[config.mk]
export PLATFORM = sky130hd
export DESIGN_NAME = accum_requant_pack_flat
export DESIGN_NICKNAME = d
export VERILOG_FILES = /design/src/rtl/accum_requant_pack_pkg.sv /design/src/rtl/accum_requant_pack_if.sv /design/src/rtl/accum_requant_pack_sync_fifo_fwft.sv /design/src/rtl/accum_requant_pack.sv /design/src/flat_wrapper.sv
export SDC_FILE = /design/constraint.sdc
export NUM_CORES = 2
export LEC_CHECK = 0
export ABC_CLOCK_PERIOD_IN_PS = 17210
export BUFFER_PORTS_ARGS = -buffer_cell sky130_fd_sc_hd__buf_2
export CORE_ASPECT_RATIO = 0.75
export CORE_UTILIZATION = 40
export CTS_BUF_LIST = sky130_fd_sc_hd__clkbuf_16
export DETAILED_ROUTE_END_ITERATION = 16
export GPL_ROUTABILITY_DRIVEN = 0
export SYNTH_ARGS = -nofsm -noshare
export SYNTH_HDL_FRONTEND = slang
export SYNTH_SLANG_ARGS = --single-unit
export TNS_END_PERCENT = 20
[constraint.sdc]
create_clock -name clk -period 17.21 [get_ports clk]
set_clock_uncertainty 0.15 [all_clocks]
set_input_delay 0 -clock clk [delete_from_list [all_inputs] [get_ports clk]]
set_output_delay 0 -clock clk [all_outputs]
set_load 0.1 [all_outputs]
[src/rtl/accum_requant_pack_pkg.sv]
// Shared widths, saturation bounds and the packed output word type for the
// accumulator requantize/pack block.
package accum_requant_pack_pkg;

    localparam int DATAW        = 32;
    localparam int OUTW         = 8;
    localparam int LANES        = 8;
    localparam int SCALEW       = 16;
    localparam int SHIFTW       = 6;
    localparam int FIFO_DEPTH   = 8;
    localparam int AFULL_MARGIN = 4;

    // Signed data times unsigned scale needs one extra bit to stay exact.
    localparam int PRODW = DATAW + SCALEW + 1;
    localparam int WORDW = LANES * OUTW;
    localparam int QMIN  = -128;
    localparam int QMAX  = 127;

    typedef logic [WORDW-1:0]       word_t;
    typedef logic signed [OUTW-1:0] elem_t;

    function automatic elem_t saturate(input logic signed [PRODW-1:0] v);
        if (v > PRODW'(QMAX)) return elem_t'(QMAX);
        if (v < PRODW'(QMIN)) return elem_t'(QMIN);
        return v[OUTW-1:0];
    endfunction

endpackage

[src/rtl/accum_requant_pack_if.sv]
// Accumulator-side input stream plus packed-word ready/valid output stream.
interface accum_requant_pack_if;
    import accum_requant_pack_pkg::*;

    logic                     i_valid;
    logic signed [DATAW-1:0]  i_data;
    logic                     i_last;
    logic [SCALEW-1:0]        i_scale;
    logic [SHIFTW-1:0]        i_shift;
    logic signed [OUTW-1:0]   i_zero_point;
    logic                     i_relu;
    logic                     o_almost_full;
    logic                     o_overflow;
    logic                     o_valid;
    word_t                    o_data;
    logic                     i_ready;

    modport master (
        output i_valid, i_data, i_last, i_scale, i_shift, i_zero_point, i_relu, i_ready,
        input  o_almost_full, o_overflow, o_valid, o_data
    );

    modport slave (
        input  i_valid, i_data, i_last, i_scale, i_shift, i_zero_point, i_relu, i_ready,
        output o_almost_full, o_overflow, o_valid, o_data
    );

endinterface

[src/rtl/accum_requant_pack_sync_fifo_fwft.sv]
// First-word-fall-through synchronous FIFO with an explicit occupancy count.
module sync_fifo_fwft #(
    parameter int DEPTH = 8,
    parameter int WIDTH = 64,
    localparam int PTRW = $clog2(DEPTH),
    localparam int CNTW = $clog2(DEPTH) + 1
) (
    input  logic             clk,
    input  logic             rst,
    input  logic             push,
    input  logic [WIDTH-1:0] push_data,
    input  logic             pop,
    output logic [WIDTH-1:0] pop_data,
    output logic [CNTW-1:0]  count,
    output logic             full,
    output logic             empty
);

    logic [WIDTH-1:0] mem [DEPTH];
    logic [PTRW-1:0]  wr_ptr;
    logic [PTRW-1:0]  rd_ptr;
    logic             wr_en;

    assign full  = (count == CNTW'(DEPTH));
    assign empty = (count == '0);
    // A full FIFO still accepts a push when the head leaves on the same edge.
    assign wr_en = push && (!full || pop);

    // NOTE: sequential state uses non-blocking assignments so every register
    // samples pre-edge values regardless of statement order.
    always_ff @(posedge clk) begin
        if (rst) begin
            wr_ptr <= '0;
            rd_ptr <= '0;
            count  <= '0;
        end else begin
            if (wr_en) wr_ptr <= wr_ptr + 1'b1;
            if (pop)   rd_ptr <= rd_ptr + 1'b1;
            count <= count + CNTW'(wr_en) - CNTW'(pop);
        end
    end

    // NOTE: the storage array has no reset; count/empty gate its contents,
    // and leaving it unreset lets it map onto plain RAM.
    always_ff @(posedge clk) begin
        if (wr_en) mem[wr_ptr] <= push_data;
    end

    assign pop_data = empty ? '0 : mem[rd_ptr];

endmodule

[src/rtl/accum_requant_pack.sv]
// Requantizes 32-bit accumulator results to int8 (scale, round-shift, ReLU,
// zero point, saturate), packs LANES of them per word and buffers the words.
module accum_requant_pack
    import accum_requant_pack_pkg::*;
#(
    parameter int FIFO_DEPTH_P   = FIFO_DEPTH,
    parameter int AFULL_MARGIN_P = AFULL_MARGIN
) (
    input logic                 clk,
    input logic                 rst,
    accum_requant_pack_if.slave bus
);

    localparam int LANEW = $clog2(LANES);
    localparam int CNTW  = $clog2(FIFO_DEPTH_P) + 1;
    localparam logic [CNTW-1:0] AF_LEVEL = CNTW'(FIFO_DEPTH_P - AFULL_MARGIN_P);

    // ---------------- S1: exact product, config captured with the element
    logic                    s1_valid, s1_last, s1_relu;
    logic signed [PRODW-1:0] s1_prod;
    logic [SHIFTW-1:0]       s1_shift;
    elem_t                   s1_zp;
    logic signed [PRODW-1:0] prod_c;

    assign prod_c = PRODW'(bus.i_data) * PRODW'($signed({1'b0, bus.i_scale}));

    always_ff @(posedge clk) begin
        if (rst) s1_valid <= 1'b0;
        else     s1_valid <= bus.i_valid;
        if (bus.i_valid) begin
            s1_prod  <= prod_c;
            s1_last  <= bus.i_last;
            s1_relu  <= bus.i_relu;
            s1_shift <= bus.i_shift;
            s1_zp    <= bus.i_zero_point;
        end
    end

    // ---------------- S2: round-half-up arithmetic shift
    logic                    s2_valid, s2_last, s2_relu;
    logic signed [PRODW-1:0] s2_r;
    elem_t                   s2_zp;
    logic signed [PRODW-1:0] rnd_c, sum_c, shr_c;

    // NOTE: every always_comb output gets a default first so no path can
    // leave it unassigned and infer a latch.
    always_comb begin
        rnd_c = '0;
        if (s1_shift != '0) rnd_c = PRODW'(1) << (s1_shift - 1'b1);
        sum_c = s1_prod + rnd_c;
        shr_c = sum_c >>> s1_shift;
    end

    always_ff @(posedge clk) begin
        if (rst) s2_valid <= 1'b0;
        else     s2_valid <= s1_valid;
        if (s1_valid) begin
            s2_r    <= shr_c;
            s2_last <= s1_last;
            s2_relu <= s1_relu;
            s2_zp   <= s1_zp;
        end
    end

    // ---------------- S3: ReLU, zero point, saturation
    logic                    s3_valid, s3_last;
    elem_t                   s3_q;
    logic signed [PRODW-1:0] relu_c, zsum_c;

    always_comb begin
        relu_c = s2_r;
        if (s2_relu && s2_r[PRODW-1]) relu_c = '0;
        zsum_c = relu_c + PRODW'(s2_zp);
    end

    always_ff @(posedge clk) begin
        if (rst) s3_valid <= 1'b0;
        else     s3_valid <= s2_valid;
        if (s2_valid) begin
            s3_q    <= saturate(zsum_c);
            s3_last <= s2_last;
        end
    end

    // ---------------- Packer: lanes above lane_cnt are always zero in asm_q
    logic [LANEW-1:0] lane_cnt;
    word_t            asm_q;
    word_t            word_c;
    logic             done_c;

    always_comb begin
        word_c = asm_q;
        word_c[lane_cnt*OUTW +: OUTW] = s3_q;
        done_c = s3_valid && (s3_last || lane_cnt == LANEW'(LANES - 1));
    end

    always_ff @(posedge clk) begin
        if (rst) begin
            lane_cnt <= '0;
            asm_q    <= '0;
        end else if (s3_valid) begin
            if (done_c) begin
                lane_cnt <= '0;
                asm_q    <= '0;
            end else begin
                lane_cnt <= lane_cnt + 1'b1;
                asm_q    <= word_c;
            end
        end
    end

    // ---------------- Output FIFO and flags
    logic            fifo_full, fifo_empty, pop, wr_ok;
    logic [CNTW-1:0] fifo_count, count_next;
    logic            almost_full_q, overflow_q;

    assign pop        = !fifo_empty && bus.i_ready;
    assign wr_ok      = done_c && (!fifo_full || pop);
    assign count_next = fifo_count + CNTW'(wr_ok) - CNTW'(pop);

    sync_fifo_fwft #(
        .DEPTH (FIFO_DEPTH_P),
        .WIDTH (WORDW)
    ) u_fifo (
        .clk       (clk),
        .rst       (rst),
        .push      (done_c),
        .push_data (word_c),
        .pop       (pop),
        .pop_data  (bus.o_data),
        .count     (fifo_count),
        .full      (fifo_full),
        .empty     (fifo_empty)
    );

    always_ff @(posedge clk) begin
        if (rst) begin
            almost_full_q <= 1'b0;
            overflow_q    <= 1'b0;
        end else begin
            almost_full_q <= (count_next >= AF_LEVEL);
            if (done_c && fifo_full && !pop) overflow_q <= 1'b1;
        end
    end

    assign bus.o_valid       = !fifo_empty;
    assign bus.o_almost_full = almost_full_q;
    assign bus.o_overflow    = overflow_q;

endmodule

[src/flat_wrapper.sv]
// flat-port wrapper written by rule: the top's interface ports become plain ports
module accum_requant_pack_flat import accum_requant_pack_pkg::*;
#(
    parameter int FIFO_DEPTH_P   = FIFO_DEPTH,
    parameter int AFULL_MARGIN_P = AFULL_MARGIN
)
  (clk, rst, bus_i_valid, bus_i_data, bus_i_last, bus_i_scale, bus_i_shift, bus_i_zero_point, bus_i_relu, bus_i_ready, bus_o_almost_full, bus_o_overflow, bus_o_valid, bus_o_data);
  accum_requant_pack_if bus_i ();
  input logic clk;
  input logic rst;
  input wire logic [$bits(bus_i.i_valid)-1:0] bus_i_valid;
  input wire logic [$bits(bus_i.i_data)-1:0] bus_i_data;
  input wire logic [$bits(bus_i.i_last)-1:0] bus_i_last;
  input wire logic [$bits(bus_i.i_scale)-1:0] bus_i_scale;
  input wire logic [$bits(bus_i.i_shift)-1:0] bus_i_shift;
  input wire logic [$bits(bus_i.i_zero_point)-1:0] bus_i_zero_point;
  input wire logic [$bits(bus_i.i_relu)-1:0] bus_i_relu;
  input wire logic [$bits(bus_i.i_ready)-1:0] bus_i_ready;
  output wire logic [$bits(bus_i.o_almost_full)-1:0] bus_o_almost_full;
  output wire logic [$bits(bus_i.o_overflow)-1:0] bus_o_overflow;
  output wire logic [$bits(bus_i.o_valid)-1:0] bus_o_valid;
  output wire logic [$bits(bus_i.o_data)-1:0] bus_o_data;
  assign bus_i.i_valid = bus_i_valid;
  assign bus_i.i_data = bus_i_data;
  assign bus_i.i_last = bus_i_last;
  assign bus_i.i_scale = bus_i_scale;
  assign bus_i.i_shift = bus_i_shift;
  assign bus_i.i_zero_point = bus_i_zero_point;
  assign bus_i.i_relu = bus_i_relu;
  assign bus_i.i_ready = bus_i_ready;
  assign bus_o_almost_full = bus_i.o_almost_full;
  assign bus_o_overflow = bus_i.o_overflow;
  assign bus_o_valid = bus_i.o_valid;
  assign bus_o_data = bus_i.o_data;
  accum_requant_pack #(.FIFO_DEPTH_P(FIFO_DEPTH_P), .AFULL_MARGIN_P(AFULL_MARGIN_P)) u_core (.clk(clk), .rst(rst), .bus(bus_i));
endmodule
Word level (Yosys, flattened, before mapping)

Memories as Yosys holds them, arrays and structs flattened. A register that Yosys moved wholly into a read port is not among the register bits.
Index checks and enable logic that the tools add are counted.

Bits in registers: 215
Memory bits (writable): 512
Input bits: 68
Memories: 1

Memories:

| memory            | depth | width | read ports | clocked after memory_dff | write ports | RTL line                                | RTL |
|---|---|---|---|---|---|---|---|
| u_core.u_fifo.mem | 8     | 64    | 1          | 1                        | 1           | accum_requant_pack_sync_fifo_fwft.sv:19 | `logic [WIDTH-1:0] mem [DEPTH];` |

$add $sub $neg: 9
Multipliers: 1
Order comparisons: 3
Eq/ne operators: 2
Shift operators: 4
Muxes and demuxes: 19
Reductions and logical operators: 13

Operators with widths:

| operator                  | number |
|---|---|
| $mux W64                  | 2 |
| $mux W49                  | 2 |
| $bwmux W64                | 1 |
| $shift A8 B34 Y64 const A | 1 |
| $shiftx A8 B34 Y64        | 1 |
| $add A49 B49 Y49          | 1 |
| $add A49 B8 Y49           | 1 |
| $gt A49 B8 Y1 const B     | 1 |
| $lt A49 B8 Y1 const B     | 1 |
| $mul A32 B17 Y49          | 1 |
| $shl A1 B6 Y49 const A    | 1 |
| $sshr A49 B6 Y49          | 1 |
| $neg A6 Y34               | 1 |
| $mux W8                   | 4 |
| $add A3 B1 Y3 const B     | 3 |
| $mux W3                   | 3 |
| $mux W1                   | 7 |
| $logic_and A1 B1 Y1       | 6 |
| $reduce_bool A6 Y1        | 1 |
| $sub A6 B1 Y6 const B     | 1 |
| $add A4 B1 Y4             | 1 |
| $eq A4 B4 Y1 const B      | 1 |
| $ge A4 B3 Y1 const B      | 1 |
| $logic_not A4 Y1          | 1 |
| other kinds (4)           | 7 |

Depth between registers and ports, before layout

Depth after elaboration: 10
Depth in mapped cells: 26
Depth with buffers taken out: 25

By module

From an unflattened synthesis, not the netlist that was laid out.

Cells, all modules: 5154
Area, all modules: 56442.9 µm²

By module, submodules not included:

| module             | times used | cells an instance | area an instance (µm²) | seq. area each (µm²) |
|---|---|---|---|---|
| accum_requant_pack | 1          | 4331              | 36557.6                | 5435.2 |
| sync_fifo_fwft     | 1          | 823               | 19885.3                | 15635.0 |

Least setup slack after synthesis

OpenSTA, ideal clock, no wires.

Path type: reg2reg
From: register u_core.u_fifo.count[2]
To: memory u_core.u_fifo.mem[4][0] (enable)
Data arrival time: 6523 ps
Slack: 9973 ps
Stages on the path, launching flop included: 9
Buffers on the path: 0
Cells stage by stage: dfxtp_1 inv_1 ha_1 and2_1 inv_1 nand2_1 a31oi_1 nand2_1 nor3_1

Word-level cells in the longest chain between the ends: 7
Elaborated cells between the ends (all ways): 9
Those cells by class: eq/ne: 1; mux: 2; reduce/logical: 6

RTL lines:

| what                          | RTL line                                | RTL |
|---|---|---|
| start: declaration            | accum_requant_pack_sync_fifo_fwft.sv:14 | `output logic [CNTW-1:0] count,` |
| start signal: assignment      | accum_requant_pack_sync_fifo_fwft.sv:39 | `count <= count + CNTW'(wr_en) - CNTW'(pop);` |
| $logic_not A4 Y1              | accum_requant_pack_sync_fifo_fwft.sv:25 | `assign empty = (count == '0);` |
| $logic_not A1 Y1              | -                                       |  |
| net bus_o_valid               | flat_wrapper.sv:21                      | `output wire logic [$bits(bus_i.o_valid)-1:0] bus_o_valid;` |
| $logic_and A1 B1 Y1           | accum_requant_pack.sv:117               | `assign pop = !fifo_empty && bus.i_ready;` |
| $logic_or A1 B1 Y1            | accum_requant_pack_sync_fifo_fwft.sv:27 | `assign wr_en = push && (!full \|\| pop);` |
| $logic_and A1 B1 Y1           | accum_requant_pack_sync_fifo_fwft.sv:27 |  |
| $mux W1                       | accum_requant_pack_sync_fifo_fwft.sv:46 | `if (wr_en) mem[wr_ptr] <= push_data;` |
| $mux W1 (implied by the code) | accum_requant_pack_sync_fifo_fwft.sv:46 |  |
| end: declaration              | accum_requant_pack_sync_fifo_fwft.sv:19 |  |

The timed path passes the listed nets, and every way through them passes these cells.

Final worst setup path

From: register u_core.s1_shift[2]
To: register u_core.s2_r[6], data pin

Word-level cells in the longest chain between the ends: 5
Elaborated cells between the ends (all ways): 6
Those cells by class: add/sub: 2; shift: 2; mux: 1; reduce/logical: 1

RTL lines:

| what                     | RTL line                 | RTL |
|---|---|---|
| start: declaration       | accum_requant_pack.sv:21 | `logic [SHIFTW-1:0] s1_shift;` |
| start signal: assignment | accum_requant_pack.sv:34 | `s1_shift <= bus.i_shift;` |
| $sub A6 B1 Y6            | accum_requant_pack.sv:49 | `if (s1_shift != '0) rnd_c = PRODW'(1) << (s1_shift - 1'b1);` |
| $shl A1 B6 Y49           | accum_requant_pack.sv:49 |  |
| $mux W49                 | accum_requant_pack.sv:49 |  |
| $add A49 B49 Y49         | accum_requant_pack.sv:50 | `sum_c = s1_prod + rnd_c;` |
| $sshr A49 B6 Y49 *       | accum_requant_pack.sv:51 | `shr_c = sum_c >>> s1_shift;` |
| net u_core.shr_c[6]      | accum_requant_pack.sv:43 | `logic signed [PRODW-1:0] rnd_c, sum_c, shr_c;` |
| end signal: assignment   | accum_requant_pack.sv:58 | `s2_r <= shr_c;` |
| end: declaration         | accum_requant_pack.sv:41 | `logic signed [PRODW-1:0] s2_r;` |

Mark *: on every way through the listed nets, which the timed path passes. The rest lies on a longest branch.
A chain may end at the register's enable or synchronous reset.

==> impl_metrics.toml <==
[pwr]
pwr-share-seq = 0.187
p_sw_mw = 6.52
clkPwrFrac = 0.115
comb_power_share = 0.698
peakVddDrop_v = 0.000297
netSwitchingFraction = 0.494
power_density_nw_per_um2 = 211
p_leak_nw = 25.0
internal_power_mw = 6.67

[logic_synthesis]
syn_area_per_cell_um2 = 10.7
seq_area_frac_synth = 0.366
synth_edf_count = 645
async_flop_share = 0
ys.flop_type = "edfxtp_1"
ys_types = 105
synth_area_leaders = "edfxtp_1 34%, fa_1 17%, mux4_2 5.5%"
synth_top_area_cell = "edfxtp_1"
yosysTopAreaCellShare = 0.336
synth_common_cells = "645 x edfxtp_1, 644 x inv_1, 535 x nand2_1"
synth_most_common_cell = "edfxtp_1"
ys.warnings.count = 0
synthesis.nets = 6180
postSynthCellCount = 5395
ys_ff_latch = 730
synth_area_um2 = 57600

[routing]
drc = 0
routed_via_density = 5.66
wire_per_inst_um = 21.7
vias = 41600
drtAntennaViolNets = 0
drt_iter0_markers = 4200
drt-total-wl_um = 160000
first_pass_iters = 6

[worst_setup_path]
startpoint_type = "register"
critPathArrivalTime_ps = 8020
worstSetupEndpointType = "register"
cp_max_fo = 46
path_class = "register to register"
worstPathRequired_ps = 17520

[clocking]
clk_pin_slew_ps = 60
cts_setup_buffers = 0
cts_tree = "done"
clk_latency_ps = 630
cts_buffer_depth = 3
cts.sinks = 730
cts_buffers = 70
h-tree-depth = 3
root_buffer = "clkbuf_16"

[global_routing]
grtUsageMet2 = 0.317
use_met1 = 0.337
top_usage_layer = "met1"
antenna_found_initial = 5
overflow = 0
grt_pass1_wl_um = 248000
grt.met3_usage = 0.0493
grt_max_degree = 94
grt_pass1_vias = 41200
grt_use_total = 0.220

[min_path]
min_path_type = "primary input to register"

[floorplanning]
design.core.area_um2 = 143000
floorplan.initialDensity = 0.403
rows = 120
die_area_um2 = 145000
dieHeight_um = 331
io_pins = 135
die_x_um = 440

[cells_and_area]
ff_latch_area_um2 = 21100
area_delta_synth_final_pct = 8.69
fillCellCount = 13300
post-route-util = 0.438
drive_gt1_frac = 0.0982
multiInputGateArea_um2 = 33100
antenna_cells = 0
nNetsFinal = 6185

[sta]
finalMaxSlewViolations = 0
tightest_slew_ps = 1230
fmax_mhz = 130
finalHoldViolations = 0
tns_ps = 0
setup_violations = 0
rsz0062_at_grt = "false"
period_needed_ps = 7710
period_share = 0.448
worst_hold_slack_ps = 188
slew_headroom = 0.176

[job]
drv_cap = 0

[placed_design]
dp_hpwl_um = 113000
port_buffers = 134

[run_status]
status = "finished clean"
-- placed cells by master (no fill, tap or decap), types with 39 or more instances in the layout --
master	instances
a21o_1	60
a21oi_1	270
and2_1	315
buf_2	132
buf_4	43
clkbuf_16	71
dfxtp_1	80
dlygate4sd3_1	39
edfxtp_1	645
fa_1	492
ha_1	225
inv_1	661
mux2_2	63
mux2i_1	126
mux4_2	140
nand2_1	535
nand3_1	70
nand4_1	45
nor2_1	368
nor2b_1	85
nor3_1	90
o211ai_1	51
o21ai_0	116
o21ai_1	44
xnor2_1	72
xor2_1	43
-- layer usage --
layer | up-vias | wire (um)
met4 | 4 | 2710
met5 | - | 31
met3 | 206 | 14400
met1 | 20900 | 75100
li1 | 18700 | -
met2 | 1676 | 67300
-- state kept, by name (all words and copies together), names as in the netlist, 3 cells and up, named ones only --
name,count
u_core.s1_prod,49
u_core.s2_r,49
u_core.asm_q,64
u_core.u_fifo.rd_ptr,3
u_core.u_fifo.mem,512
u_core.lane_cnt,3
u_core.u_fifo.wr_ptr,3
u_core.u_fifo.count,4
u_core.s3_q,8
u_core.s1_zp,8
u_core.s1_shift,6
u_core.s2_zp,8
-- area by class of cell --
type / instances / share of cell area
repair buffers: 215 / 0.0223
multi-input cells: 3738 / 0.528
flip-flops and latches: 730 / 0.337
clock buffers: 71 / 0.0284
clock inverters: 57 / 0.00758
inverters: 645 / 0.0387
well taps: 1891 / 0.0378
-- worst max-delay path, cell delays in order, from the launching register on --
cell and delay, ps:
edfxtp_1 890, buf_4 570, inv_1 110, buf_4 320
nand2_1 630, nor2_1 120, ha_1 520, nand2_1 190
nor4_1 580, and3_1 280, a21boi_1 650, o22ai_4 160
xnor2_2 280, a221oi_2 680, nand2_1 180, a2111oi_0 910
a211o_1 250
-- stage by stage --
stage                     worst slack [ps]  power, mW  std cells  cell area (um^2)
after floorplan                       9970       9.43       5395             57600
after global placement                9680       11.5       7180             59900
after detailed placement              9550       11.6       7180             59900
after CTS                             9900       13.2       7347             62600
after global routing                  9360       14.3       7347             62600
final                                 9500       13.2       7347             62600
-- what timing repair did --
action,4_1_cts,5_1_grt
hold buffers,39,0
resized for setup,0,0
hold endpoints to repair,114,0
-- cell families (layout without fill, tap and decap cells) --
kind of cell,Yosys count,count (layout),synth area share
DFF,730,730,0.366
and+or+nand+nor,1691,1691,0.143
xor gates and xnor gates,116,116,0.0178
muxes,330,330,0.0892
adders and majority gates,717,717,0.220
AOI/OAI and AO/OA,884,884,0.103
buffers and inverters,927,988,0.0611
-- power by group through the flow --
| stage | Sequential, mW | Clock (mW) | Combinational [mW] |
|---|---|---|---|
| global route | 2.48 | 1.61 | 10.2 |
| floorplan | 2.45 | 0 | 6.97 |
| CTS | 2.47 | 1.55 | 9.20 |
| detailed placement | 2.50 | 0 | 9.13 |
| global placement | 2.50 | 0 | 9.04 |
| finish | 2.46 | 1.52 | 9.21 |
-- final timing paths --
path                                startpoint                          end  slack (ps)  depth (start not counted)
hold reg to reg       u_core.s2_last$_DFFE_PP_     u_core.s3_last$_DFFE_PP_         250                          0
hold / removal                  bus_i_scale[0]  u_core.s1_prod[1]$_DFFE_PP_         190                          4
setup reg to reg  u_core.s1_shift[2]$_DFFE_PP_     u_core.s2_r[6]$_DFFE_PP_        9500                         16
setup / recovery  u_core.s1_shift[2]$_DFFE_PP_     u_core.s2_r[6]$_DFFE_PP_        9500                         16
No activity file was read; power rests on OpenSTA's default activity.
